==> src/rtl/truth_table_sequencer_if.sv <==
// Board-side signal bundle for the truth-table sequencer.
// The master modport is the sequencer; slave is the board/logger side.
interface truth_table_sequencer_if;
  logic       start;
  logic [9:0] result;
  logic [3:0] stim;
  logic       tx;
  logic       busy;
  logic       done;
  logic [3:0] row_idx;

  modport master (
    input  start, result,
    output stim, tx, busy, done, row_idx
  );

  modport slave (
    output start, result,
    input  stim, tx, busy, done, row_idx
  );
endinterface

==> src/rtl/truth_table_sequencer.sv <==
// Sweeps the 16 input codes of a 4-in/10-out function board and reports
// each row as a 16-bit LSB-first UART-style frame on tx.
module truth_table_sequencer #(
  parameter int SETTLE_CYCLES = 6,
  parameter int BAUD_DIV      = 4
) (
  input  logic                   clk,
  input  logic                   rst_n,
  truth_table_sequencer_if.master bus
);

  typedef enum logic [2:0] {
    IDLE    = 3'd0,
    DRIVE   = 3'd1,
    CAPTURE = 3'd2,
    SEND    = 3'd3,
    NEXT    = 3'd4,
    DONE    = 3'd5
  } state_t;

  localparam logic [15:0] SETTLE_LAST = 16'(SETTLE_CYCLES - 1);
  localparam logic [15:0] BAUD_LAST   = 16'(BAUD_DIV - 1);

  state_t      state_r, state_s;
  logic [15:0] cnt_r, cnt_s;
  logic [3:0]  bit_r, bit_s;
  logic [3:0]  row_r, row_s;
  logic [15:0] shift_r, shift_s;
  logic [9:0]  cap_r, cap_s;
  logic        tx_r, tx_s;
  logic        busy_r, busy_s;
  logic        done_r, done_s;

  // Frame layout on the wire: start(0), row LSB first, r0..r9, stop(1).
  function automatic logic [15:0] build_frame(input logic [3:0] row, input logic [9:0] res);
    return {1'b1, res, row, 1'b0};
  endfunction

  // Next-state logic; outputs are derived from the next state so they register aligned with it.
  always_comb begin
    state_s = state_r;
    cnt_s   = cnt_r + 16'd1;
    bit_s   = bit_r;
    row_s   = row_r;
    shift_s = shift_r;
    cap_s   = cap_r;
    case (state_r)
      IDLE: begin
        cnt_s = 16'd0;
        if (bus.start) begin
          state_s = DRIVE;
          row_s   = 4'd0;
        end else begin
          state_s = IDLE;
        end
      end
      DRIVE: begin
        if (cnt_r == SETTLE_LAST) begin
          state_s = CAPTURE;
          cnt_s   = 16'd0;
        end else begin
          state_s = DRIVE;
        end
      end
      CAPTURE: begin
        cap_s   = bus.result;
        shift_s = build_frame(row_r, bus.result);
        bit_s   = 4'd0;
        cnt_s   = 16'd0;
        state_s = SEND;
      end
      SEND: begin
        if (cnt_r == BAUD_LAST) begin
          cnt_s   = 16'd0;
          shift_s = {1'b1, shift_r[15:1]};
          if (bit_r == 4'd15) begin
            state_s = NEXT;
          end else begin
            bit_s = bit_r + 4'd1;
          end
        end else begin
          state_s = SEND;
        end
      end
      NEXT: begin
        cnt_s = 16'd0;
        // Row 15 exits through DONE; the counter never wraps here.
        if (row_r == 4'd15) begin
          state_s = DONE;
        end else begin
          row_s   = row_r + 4'd1;
          state_s = DRIVE;
        end
      end
      DONE: begin
        cnt_s   = 16'd0;
        row_s   = 4'd0;
        state_s = IDLE;
      end
      default: begin
        cnt_s   = 16'd0;
        row_s   = 4'd0;
        state_s = IDLE;
      end
    endcase

    tx_s   = (state_s == SEND) ? shift_s[0] : 1'b1;
    busy_s = (state_s != IDLE);
    done_s = (state_s == DONE);
  end

  // State and output registers with asynchronous active-low reset.
  always_ff @(posedge clk or negedge rst_n) begin
    if (!rst_n) begin
      state_r <= IDLE;
      cnt_r   <= 16'd0;
      bit_r   <= 4'd0;
      row_r   <= 4'd0;
      shift_r <= 16'd0;
      cap_r   <= 10'd0;
      tx_r    <= 1'b1;
      busy_r  <= 1'b0;
      done_r  <= 1'b0;
    end else begin
      state_r <= state_s;
      cnt_r   <= cnt_s;
      bit_r   <= bit_s;
      row_r   <= row_s;
      shift_r <= shift_s;
      cap_r   <= cap_s;
      tx_r    <= tx_s;
      busy_r  <= busy_s;
      done_r  <= done_s;
    end
  end

  assign bus.stim    = row_r;
  assign bus.row_idx = row_r;
  assign bus.tx      = tx_r;
  assign bus.busy    = busy_r;
  assign bus.done    = done_r;

endmodule
==> src/flat_wrapper.sv <==
// flat-port wrapper written by rule: the top's interface ports become plain ports
module truth_table_sequencer_flat 
#(
  parameter int SETTLE_CYCLES = 6,
  parameter int BAUD_DIV      = 4
)
  (clk, rst_n, bus_start, bus_result, bus_stim, bus_tx, bus_busy, bus_done, bus_row_idx);
  truth_table_sequencer_if bus_i ();
  input  logic clk;
  input  logic rst_n;
  input wire logic [$bits(bus_i.start)-1:0] bus_start;
  input wire logic [$bits(bus_i.result)-1:0] bus_result;
  output wire logic [$bits(bus_i.stim)-1:0] bus_stim;
  output wire logic [$bits(bus_i.tx)-1:0] bus_tx;
  output wire logic [$bits(bus_i.busy)-1:0] bus_busy;
  output wire logic [$bits(bus_i.done)-1:0] bus_done;
  output wire logic [$bits(bus_i.row_idx)-1:0] bus_row_idx;
  assign bus_i.start = bus_start;
  assign bus_i.result = bus_result;
  assign bus_stim = bus_i.stim;
  assign bus_tx = bus_i.tx;
  assign bus_busy = bus_i.busy;
  assign bus_done = bus_i.done;
  assign bus_row_idx = bus_i.row_idx;
  truth_table_sequencer #(.SETTLE_CYCLES(SETTLE_CYCLES), .BAUD_DIV(BAUD_DIV)) u_core (.clk(clk), .rst_n(rst_n), .bus(bus_i));
endmodule
==> config.mk <==
export PLATFORM = sky130hd
export DESIGN_NAME = truth_table_sequencer_flat
export DESIGN_NICKNAME = d
export VERILOG_FILES = /design/src/rtl/truth_table_sequencer_if.sv /design/src/rtl/truth_table_sequencer.sv /design/src/flat_wrapper.sv
export SDC_FILE = /design/constraint.sdc
export NUM_CORES = 1
export LEC_CHECK = 0
export ABC_AREA = 1
export CAP_MARGIN = 10
export CELL_PAD_IN_SITES_DETAIL_PLACEMENT = 0
export CELL_PAD_IN_SITES_GLOBAL_PLACEMENT = 1
export CORE_AREA = 4 4 98 100
export DETAILED_ROUTE_END_ITERATION = 6
export DIE_AREA = 0 0 102 104
export GPL_TIMING_DRIVEN = 0
export PLACE_DENSITY = 0.56
export SYNTH_ARGS = -nofsm -noshare
export SYNTH_HDL_FRONTEND = slang
export SYNTH_SLANG_ARGS = --single-unit
==> constraint.sdc <==
create_clock -name clk -period 3.25 [get_ports clk]
set_input_delay 0.65 -clock clk [delete_from_list [all_inputs] [get_ports clk]]
set_output_delay 0.65 -clock clk [all_outputs]
set_load 0.02 [all_outputs]
==> out/metrics.yaml <==
ioPinCount: 24
min_period_ps: 2150
internal_power_uw: 765
clk_pin_slew_worst_paths_ps: 90
fin_skew_ps: 6.76
num_antenna_cells: 0
viasPerCell: 4.37
area_delta_synth_final_pct: 19.7
clock_latency_ps: 300
antenna_found_initial: 0
relSlewSlack: 0.671
synth_top_cell_by_area: "dfrtp_1"
die_w_um: 102
critPathMaxFanout: 7
placementRows: 34
fin_tns_setup_ps: 0
cts_hold_buf: 0
synth_most_common_cell: "nand2_1"
nets: 354
cp-start-kind: "flip-flop"
wirelength_um: 5640
yosys_warnings: 0
finalHoldViolations: 0
worstSetupEndpointType: "output pin"
synthFlopType: "dfrtp_1"
synthMuxAreaShare: 0
path_cells: "buf_4 > clkdlybuf4s50_1"
cts_tree: "done"
routedWlPerCell_um: 12.6
ys_types: 26
ctsResizeCount: 0
crit_family: "buffers and inverters"
cpPeakStageDelay_ps: 590
drc: 0
grt_util_all_layers: 0.114
grt_pass1_vias: 1930
synth.area.top_cells: "dfrtp_1, nand2_1, nand3_1"
synthCells: 306
ir_drop_uv: 112
synth_top_area_frac: 0.470
fill_cells: 965
drtAntennaViolNets: 0
first_pass_iters: 4
cts_sinks: 46
cts_buffer_depth: 2
post-cts-setup-buffers: 0
slew_viol_final: 0
avgSynthCellArea_um2: 7.83
cts_buffers: 5
core_area_mm2: 0.00868
p_leak_uw: 0.00125
place_hpwl_um: 4050
synth_top_family_by_area: "simple AND/OR/NAND/NOR gates"
final-setup-viol-count: 0
ys_async_sr_fraction: 1.00
switching_power_uw: 222
hold_class: "in -> async"
power_frac_clock: 0.380
synth-simple-area-share: 0.361
vias: 1950
die_h_um: 104
cts_root_buf: "clkbuf_8"
drive_above_1_share: 0.0947
comb_power_share: 0.035
place_congestion: 0.735
worst_pin_slew_ps: 493
synth-adder-area-share: 0.0209
path_class: "reg -> out"
grt_pass1_wl_um: 9540
drt_iter0_markers: 82
cp.buffers_inverters: 2
fin_crit_sh: 0.660
power.density_mw_per_mm2: 344
pwr-share-seq: 0.585
grt_max_degree: 34
yosys-top-cells-count: "nand2_1, dfrtp_1, nand3_1"
io_buffers: 23
finalPower_uw: 987
htreeDepth: 2
critPathSlowestCell: "clkdlybuf4s50_1"
synth_fp_nets: 323
synth_edf_count: 0
die-area_mm2: 0.0106
max_cap_violations: 0
status: "finished clean"
yosysSeqAreaShare: 0.481
synth-compound-area-share: 0.0303
p_sw_frac: 0.225
synth-xor-area-share: 0.0366
ys_ff_latch: 46
cp.required_ps: 2600
rsz0062_at_grt: "false"
synth_area_mm2: 0.00239
fmax_ghz: 0.466
cp.arrival_ps: 1500
initial_utilization: 0.276
overflow: 0
-- stage by stage --
step           cell area [µm²]  setup slack (ps)  cells  hold WS (ps)   util
4_1_cts                   2870              1070    446           262  0.330
3_3_place_gp              2760             -33.5    437           452  0.318
6_report                  2870              1100    446           248  0.330
2_1_floorplan             2390              1860    306           354      -
3_5_place_dp              2780              1410    438           454  0.320
5_1_grt                   2870               986    446           267  0.330
-- path summary, 6_finish.rpt --
path                                       start                 end  slack [ps]  depth (start not counted)
hold reg to reg               u_core.shift_r[15]  u_core.shift_r[15]         470                          1
setup / recovery           u_core.bus.row_idx[2]         bus_stim[2]        1100                          2
min in group clk              u_core.shift_r[15]  u_core.shift_r[15]         470                          1
max in group asynchronous                  rst_n       u_core.bus.tx        2420                          2
hold / removal                             rst_n     u_core.cnt_r[4]         250                          1
setup reg to reg                 u_core.cnt_r[0]     u_core.cnt_r[0]        1510                          8
-- worst reg2reg max path, delay by kind of cell, from the launching register on --
kind	cells	cell delay, ps
buffers and inverters	1	210
AND/OR/NAND/NOR	6	670
adder cells (fa/ha/maj)	1	270
flip-flops	1	480
-- metal layers --
layer  up-vias  track usage  share of wire
met5         -            0              0
met2        29        0.166           0.44
met4         0       0.0262         0.0082
met3         6       0.0335          0.047
met1       886        0.165           0.51
li1       1029            -              -
-- power by group through the flow --
| stage | Sequential [µW] | Combinational [µW] | Clock, µW |
|---|---|---|---|
| floorplan | 590 | 3.05 | 0 |
| global placement | 589 | 33.9 | 0 |
| detailed placement | 589 | 36.6 | 0 |
| CTS | 578 | 36.6 | 393 |
| global route | 578 | 39.4 | 418 |
| finish | 578 | 34.4 | 375 |
-- cell usage in the layout (no fill, tap or decap), types with 5 or more instances in the layout --
| cell type | count |
|---|---|
| inv_2 | 5 |
| nand3_1 | 42 |
| dfrtp_1 | 45 |
| nand4_1 | 6 |
| nor3_1 | 7 |
| inv_1 | 24 |
| clkbuf_8 | 6 |
| xor2_1 | 6 |
| a21oi_1 | 6 |
| o21ai_0 | 5 |
| nand2_1 | 91 |
| clkdlybuf4s50_1 | 22 |
| nor2_1 | 37 |
-- state kept, by name, summed over array words and instances, names as in the netlist --
signal              cells
u_core.shift_r         16
u_core.state_r          3
u_core.bus.done         1
u_core.bus.tx           1
u_core.bus.busy         1
u_core.cnt_r           16
u_core.bus.row_idx      4
u_core.bit_r            4
-- cells by family after synthesis --
group                    Yosys count
adder cells (fa/ha/maj)            4
AO/OA/AOI/OAI                     14
buffers and inverters             37
XOR/XNOR                          10
AND/OR/NAND/NOR                  195
flip-flops                        46
-- cell type report --
class / instances / area (µm²) / area share
Timing Repair Buffer: 24 / 245 / 0.0856
Clock buffer: 7 / 86.3 / 0.0301
Clock inverter: 1 / 5.00 / 0.00175
Buffer: 8 / 60.1 / 0.0210
Inverter: 29 / 109 / 0.0380
Multi-Input combinational cell: 223 / 1070 / 0.375
Tap cell: 108 / 135 / 0.0471
Sequential cell: 46 / 1150 / 0.402
Note: power is estimated with default switching activity, not from simulation.
